--- config.mk ---
export PLATFORM = sky130hd
export DESIGN_NAME = tap_result_collector
export DESIGN_NICKNAME = d
export VERILOG_FILES = /design/src/rtl/tap_result_pkg.sv /design/src/rtl/tap_result_fifo.sv /design/src/rtl/tap_result_collector.sv
export SDC_FILE = /design/constraint.sdc
export NUM_CORES = 1
export LEC_CHECK = 0
export BUFFER_PORTS_ARGS = -buffer_cell sky130_fd_sc_hd__buf_2
export CELL_PAD_IN_SITES_DETAIL_PLACEMENT = 0
export CELL_PAD_IN_SITES_GLOBAL_PLACEMENT = 1
export CORE_AREA = 2 2 180 359
export DETAILED_ROUTE_END_ITERATION = 6
export DIE_AREA = 0 0 182 361
export PLACE_DENSITY_LB_ADDON = 0.05
export SYNTH_ARGS = -nofsm -noshare
export SYNTH_HDL_FRONTEND = slang
export SYNTH_HIERARCHICAL = 1
export SYNTH_SLANG_ARGS = --single-unit
--- constraint.sdc ---
create_clock -name clk -period 15.2 [get_ports clk]
set_clock_uncertainty 0.05 [all_clocks]
set_input_delay 4.56 -clock clk [delete_from_list [all_inputs] [get_ports clk]]
set_output_delay 4.56 -clock clk [all_outputs]
set_load 0.005 [all_outputs]
--- src/rtl/tap_result_pkg.sv ---
// Shared types and constants for the tap result collector.
// Provides byte width, sync byte, FSM state enums and a clog2 helper.
package tap_result_pkg;

  localparam int BYTE_W = 8;
  localparam logic [7:0] SYNC_BYTE = 8'hA5;

  typedef enum logic [1:0] {
    C_WAIT,
    C_PULSE,
    C_CLEAR
  } cap_state_t;

  typedef enum logic {
    S_IDLE,
    S_SEND
  } ser_state_t;

  function automatic int clog2(input int v);
    int r;
    r = 0;
    while ((int'(1) << r) < v) r++;
    return r;
  endfunction

endpackage

--- src/rtl/tap_result_fifo.sv ---
// Result FIFO: synchronous write, registered storage, DEPTH entries of W bits.
// Ports: clk/rst, push+wr_data, pop, rd_data (head), next_data/next_valid
// (entry that becomes head after a pop), full, empty, count.
module tap_result_fifo
  import tap_result_pkg::*;
#(
  parameter int W     = 128,
  parameter int DEPTH = 4
) (
  input  logic                       clk,
  input  logic                       rst,
  input  logic                       push,
  input  logic [W-1:0]               wr_data,
  input  logic                       pop,
  output logic [W-1:0]               rd_data,
  output logic [W-1:0]               next_data,
  output logic                       next_valid,
  output logic                       full,
  output logic                       empty,
  output logic [clog2(DEPTH+1)-1:0]  count
);

  localparam int AW = clog2(DEPTH);
  localparam int CW = clog2(DEPTH+1);

  logic [W-1:0]  mem [DEPTH];
  logic [AW-1:0] wr_ptr;
  logic [AW-1:0] rd_ptr;
  logic [AW-1:0] rd_nxt;
  logic          do_push;
  logic          do_pop;

  assign full    = count == CW'(DEPTH);
  assign empty   = count == '0;
  assign do_push = push && !full;
  assign do_pop  = pop && !empty;
  assign rd_nxt  = rd_ptr + AW'(1);
  assign rd_data = mem[rd_ptr];

  // With a single stored entry, the entry following the head is the one
  // being written this cycle (if any).
  assign next_valid = (count > CW'(1)) || (do_push && count == CW'(1));
  assign next_data  = (count > CW'(1)) ? mem[rd_nxt] : wr_data;

  always_ff @(posedge clk) begin
    if (do_push) mem[wr_ptr] <= wr_data;
  end

  always_ff @(posedge clk or posedge rst) begin
    if (rst) begin
      wr_ptr <= '0;
      rd_ptr <= '0;
      count  <= '0;
    end else begin
      if (do_push) wr_ptr <= wr_ptr + AW'(1);
      if (do_pop)  rd_ptr <= rd_nxt;
      case ({do_push, do_pop})
        2'b10:   count <= count + CW'(1);
        2'b01:   count <= count - CW'(1);
        default: count <= count;
      endcase
    end
  end

endmodule

--- src/rtl/tap_result_collector.sv ---
// Captures engine tap sets into a FIFO, pulses ext_res, streams bytes out.
// Ports: clk, res, found, started, co_buf, ext_res, out_* (valid/ready), pending.
// Macro RESULT_HEADER_EN: prefix each frame with 0xA5 and a sequence byte.
module tap_result_collector
  import tap_result_pkg::*;
#(
  parameter int NUM_OF_TAPS = 16,
  parameter int SIZE        = 32,
  parameter int DEPTH       = 4
) (
  input  logic                          clk,
  input  logic                          res,
  input  logic                          found,
  input  logic                          started,
  input  logic [NUM_OF_TAPS*8-1:0]      co_buf,
  output logic                          ext_res,
  output logic [7:0]                    out_data,
  output logic                          out_valid,
  input  logic                          out_ready,
  output logic                          out_last,
  output logic [clog2(DEPTH+1)-1:0]     pending
);

  localparam int TAP_W = NUM_OF_TAPS * BYTE_W;
`ifdef RESULT_HEADER_EN
  localparam int HDR = 2;
  localparam int EW  = TAP_W + BYTE_W;
`else
  localparam int HDR = 0;
  localparam int EW  = TAP_W;
`endif
  localparam int LEN = NUM_OF_TAPS + HDR;
  localparam int PW  = clog2(LEN + 1);

  if (DEPTH < 2 || (DEPTH & (DEPTH - 1)) != 0 || SIZE < 1) begin : g_bad_cfg
    $error("tap_result_collector: bad DEPTH or SIZE");
  end

  cap_state_t    cstate;
  ser_state_t    sstate;
  logic          push;
  logic          pop;
  logic          full;
  logic          empty;
  logic          next_valid;
  logic [EW-1:0] wr_entry;
  logic [EW-1:0] rd_data;
  logic [EW-1:0] next_data;
  logic [EW-1:0] frame;
  logic [PW-1:0] pos;
  logic [PW-1:0] pos_nxt;
  logic          hs;
  logic          at_last;

`ifdef RESULT_HEADER_EN
  logic [7:0] seq;

  assign wr_entry = {seq, co_buf};

  always_ff @(posedge clk or posedge res) begin
    if (res)       seq <= '0;
    else if (push) seq <= seq + 8'd1;
  end
`else
  assign wr_entry = co_buf;
`endif

  // Full is taken from registered occupancy, so a pop in the same
  // cycle never frees room for a capture until the next cycle.
  assign push    = (cstate == C_WAIT) && found && started && !full;
  assign hs      = out_valid && out_ready;
  assign at_last = pos == PW'(LEN - 1);
  assign pop     = hs && at_last;
  assign pos_nxt = pos + PW'(1);

  function automatic logic [7:0] byte_at(
    input logic [EW-1:0] e,
    input logic [PW-1:0] p
  );
    logic [EW-1:0] sh;
    sh = '0;
`ifdef RESULT_HEADER_EN
    if (p == '0)     return SYNC_BYTE;
    if (p == PW'(1)) return e[EW-1 -: BYTE_W];
    sh = e >> (BYTE_W * (int'(p) - 2));
`else
    sh = e >> (BYTE_W * int'(p));
`endif
    return sh[BYTE_W-1:0];
  endfunction

  tap_result_fifo #(
    .W     (EW),
    .DEPTH (DEPTH)
  ) u_fifo (
    .clk        (clk),
    .rst        (res),
    .push       (push),
    .wr_data    (wr_entry),
    .pop        (pop),
    .rd_data    (rd_data),
    .next_data  (next_data),
    .next_valid (next_valid),
    .full       (full),
    .empty      (empty),
    .count      (pending)
  );

  // Capture: one restart pulse per stored result; C_CLEAR waits for
  // found to drop so a held flag is not captured twice.
  always_ff @(posedge clk or posedge res) begin
    if (res) begin
      cstate  <= C_WAIT;
      ext_res <= 1'b0;
    end else begin
      unique case (cstate)
        C_WAIT: begin
          ext_res <= 1'b0;
          if (push) cstate <= C_PULSE;
        end
        C_PULSE: begin
          ext_res <= 1'b1;
          cstate  <= C_CLEAR;
        end
        C_CLEAR: begin
          ext_res <= 1'b0;
          if (!found) cstate <= C_WAIT;
        end
        default: begin
          ext_res <= 1'b0;
          cstate  <= C_WAIT;
        end
      endcase
    end
  end

  // Serializer: outputs are registered and only move on a handshake.
  always_ff @(posedge clk or posedge res) begin
    if (res) begin
      sstate    <= S_IDLE;
      frame     <= '0;
      pos       <= '0;
      out_data  <= '0;
      out_valid <= 1'b0;
      out_last  <= 1'b0;
    end else begin
      unique case (sstate)
        S_IDLE: begin
          if (!empty) begin
            frame     <= rd_data;
            pos       <= '0;
            out_data  <= byte_at(rd_data, '0);
            out_valid <= 1'b1;
            out_last  <= 1'(LEN == 1);
            sstate    <= S_SEND;
          end
        end
        S_SEND: begin
          if (hs) begin
            if (!at_last) begin
              pos      <= pos_nxt;
              out_data <= byte_at(frame, pos_nxt);
              out_last <= pos_nxt == PW'(LEN - 1);
            end else if (next_valid) begin
              frame    <= next_data;
              pos      <= '0;
              out_data <= byte_at(next_data, '0);
              out_last <= 1'(LEN == 1);
            end else begin
              out_valid <= 1'b0;
              out_last  <= 1'b0;
              out_data  <= '0;
              sstate    <= S_IDLE;
            end
          end
        end
        default: sstate <= S_IDLE;
      endcase
    end
  end

endmodule

==> impl_metrics.env <==
export IMPL_status="completed"
export IMPL_fin_crit_ns=6.94
export IMPL_ys_warn_count=6
export IMPL_path_cells="buf_2, and4b_1, a21boi_1, and2_4, buf_4"
export IMPL_slowest_delay_ns=0.81
export IMPL_postCtsSetupBuffers=0
export IMPL_relSlewSlack_pct=27.6
export IMPL_hold_end="ext_res$_DFF_PP0_"
export IMPL_dp_hpwl_um=49500
export IMPL_layout_nets=2044
export IMPL_worst_pin_slew_ns=1.09
export IMPL_fin_crit_sh_pct=45.7
export IMPL_synth_edf_count=512
export IMPL_antenna_found_initial=8
export IMPL_tns_ns=0
export IMPL_port_buffer_count=146
export IMPL_clkTransAtPathRegs_ns=0.07
export IMPL_synth_yosys_seq_area_share_pct=61.4
export IMPL_required_ns=15.38
export IMPL_rsz0062_at_grt="false"
export IMPL_synth_avg_cell_area_sq_um=17.4
export IMPL_synth_most_common_cell="edfxtp_1"
export IMPL_synth_area_sq_mm=0.0313
export IMPL_clock_sinks=666
export IMPL_wirelength_um=76300
export IMPL_grt_pass1_wl_um=115000
export IMPL_endpoint_kind="flop"
export IMPL_power_density_mw_per_mm2=165
export IMPL_ys_types=42
export IMPL_synth_top_cell_area_share_pct=49.1
export IMPL_critPathLaunchType="input port"
export IMPL_cts_buffers=58
export IMPL_yosysTopAreaCell="edfxtp_1"
export IMPL_hold_start="cstate[1]$_DFFE_PP0P_"
export IMPL_synth_ff_type="edfxtp_1"
export IMPL_htreeDepth=2
export IMPL_start_util_pct=49.9
export IMPL_via_count=16900
export IMPL_r2r_cells=6
export IMPL_synthCells=1794
export IMPL_die_h_um=361
export IMPL_drtIter0Drc=1122
export IMPL_drive_above_1_share_pct=34.8
export IMPL_min_path_cells=1
export IMPL_arrival_ns=7.13
export IMPL_synth_nets=1940
export IMPL_coreArea_sq_mm=0.0628
export IMPL_grt_max_degree=125
export IMPL_timing_rr_start="u_fifo/rd_ptr[1]$_DFFE_PP0P_"
export IMPL_clock_latency_ns=0.63
export IMPL_clockBufferDepth=3
export IMPL_chipWidth_um=182
export IMPL_grt_pass1_vias=17800
export IMPL_r2r_end="frame[75]$_DFFE_PP0P_"
export IMPL_whs_ns=0.421
export IMPL_slew_violations=0
export IMPL_holdBufCountCts=0
export IMPL_grt_ovfl_total=0
export IMPL_rows=130
export IMPL_synth_seq_cells=666
export IMPL_avgViaCountPerCell=6.15
export IMPL_ctsResizeCount=0
export IMPL_dieArea_sq_mm=0.0657
export IMPL_critPathKind="in -> reg"
export IMPL_reg2reg_slack_ns=10.85
export IMPL_hp_class="reg -> reg"
export IMPL_finalSetupViolations=0
export IMPL_cts_tree="done"
export IMPL_grt_usage_pct=23.6
export IMPL_gp_congestion=0.845
export IMPL_avgRoutedWirePerCell_um=27.8
export IMPL_ant_nets=0
export IMPL_max_freq_mhz=144
export IMPL_peakVddDrop_mv=0.118
export IMPL_cpMaxStageDelayCell="buf_4"
export IMPL_max_cap_viol_count=0
export IMPL_drc=0
export IMPL_synth_area_top_cells="edfxtp_1 49%, mux4_2 19%, dfrtp_1 12%"
export IMPL_power_leakage_nw=12.5
export IMPL_io_pins=147
export IMPL_n_fill_cell=5091
export IMPL_hold_violations=0
export IMPL_synth_cells_most_frequent="512 x edfxtp_1, 263 x mux4_2, 208 x nand2_1"
export IMPL_path_max_fanout=51
export IMPL_area_delta_synth_final_pct=10.4
export IMPL_dr_pass1_iters=5
export IMPL_root_buffer="clkbuf_16"
export IMPL_async_flop_share_pct=23.1
==> registers in the layout, indices dropped and copies added, names as in the netlist <==
name	count
u_fifo/count	3
out_data	8
cstate	2
frame	128
ext_res	1
sstate	1
pos	5
u_fifo/rd_ptr	2
out_valid	1
u_fifo/wr_ptr	2
u_fifo/mem	512
out_last	1
==> per-stage QoR <==
stage	instances	area [sq um]	worst slack, ns	util [%]	total power [mW]
6_report	2741	34600	8.26	55.1	5.70
5_1_grt	2741	34600	8.16	55.1	5.97
4_1_cts	2740	34600	8.28	55.1	5.79
3_5_place_dp	2630	32600	7.62	51.9	4.24
3_3_place_gp	2630	32600	7.66	51.9	4.20
2_1_floorplan	1794	31300	6.52	-	3.69
==> routing by layer <==
layer	wire length [um]	up-vias	global-route usage [%]
met5	52	-	0
met2	41500	418	42.8
met4	3120	8	9.46
li1	-	7413	-
met1	28400	8892	28.2
met3	3240	130	3.48
==> layout by cell type (no fill, tap or decap), types with 20 or more instances in the layout <==
master and n:
edfxtp_1 512, nand3_1 20, mux4_2 263, buf_2 146
mux2i_1 137, dfrtp_1 151, clkbuf_16 61, o21ai_0 128
mux2_2 135, nand2_1 208, buf_4 23
==> where the power goes <==
group	leakage [nW]	internal [mW]	switching, mW
combinational	4.81	0.798	0.906
clock	0.977	0.870	0.668
sequential	6.73	2.25	0.212
==> area by class of cell <==
| cell class | count | area (sq um) | share of cell area, % |
|---|---|---|---|
| antenna | 1 | 2.50 | 0.00724 |
| clock buffer | 77 | 1660 | 4.79 |
| clock inverter | 33 | 334 | 0.966 |
| tap | 792 | 991 | 2.87 |
| multi-input combinational | 988 | 11300 | 32.8 |
| inverter | 12 | 50.0 | 0.145 |
| sequential | 666 | 19200 | 55.7 |
| timing repair buffer | 172 | 963 | 2.79 |
==> critical path: cells and delay by family <==
kind / cells / cell delay (ns)
compound gates: 1 / 0.55
simple gates: 2 / 0.99
buf+inv: 2 / 0.90
==> worst max path at each step <==
| stage | from | endpoint | cells after the start | slack [ns] |
|---|---|---|---|---|
| after global routing | found | frame[52]$_DFFE_PP0P_ | 8 | 8.16 |
| after CTS | found | u_fifo/mem[3][112]$_DFFE_PP_ | 5 | 8.28 |
| final | found | u_fifo/mem[3][85]$_DFFE_PP_ | 5 | 8.26 |
| after global placement | found | u_fifo/mem[3][55]$_DFFE_PP_ | 5 | 7.66 |
| after detailed placement | found | u_fifo/mem[3][116]$_DFFE_PP_ | 5 | 7.62 |
| after floorplan | started | u_fifo/mem[0][0]$_DFFE_PP_ | 3 | 6.52 |
==> cell families after synthesis <==
kind of cell | synth area share (%)
flip-flops | 61.4
multiplexers | 28.9
AND/OR/NAND/NOR | 3.53
AO/OA/AOI/OAI | 2.81
buffers and inverters | 2.51
adder cells (fa/ha/maj) | 0.520
XOR/XNOR | 0.276
Power figures use the tool's default switching activity.
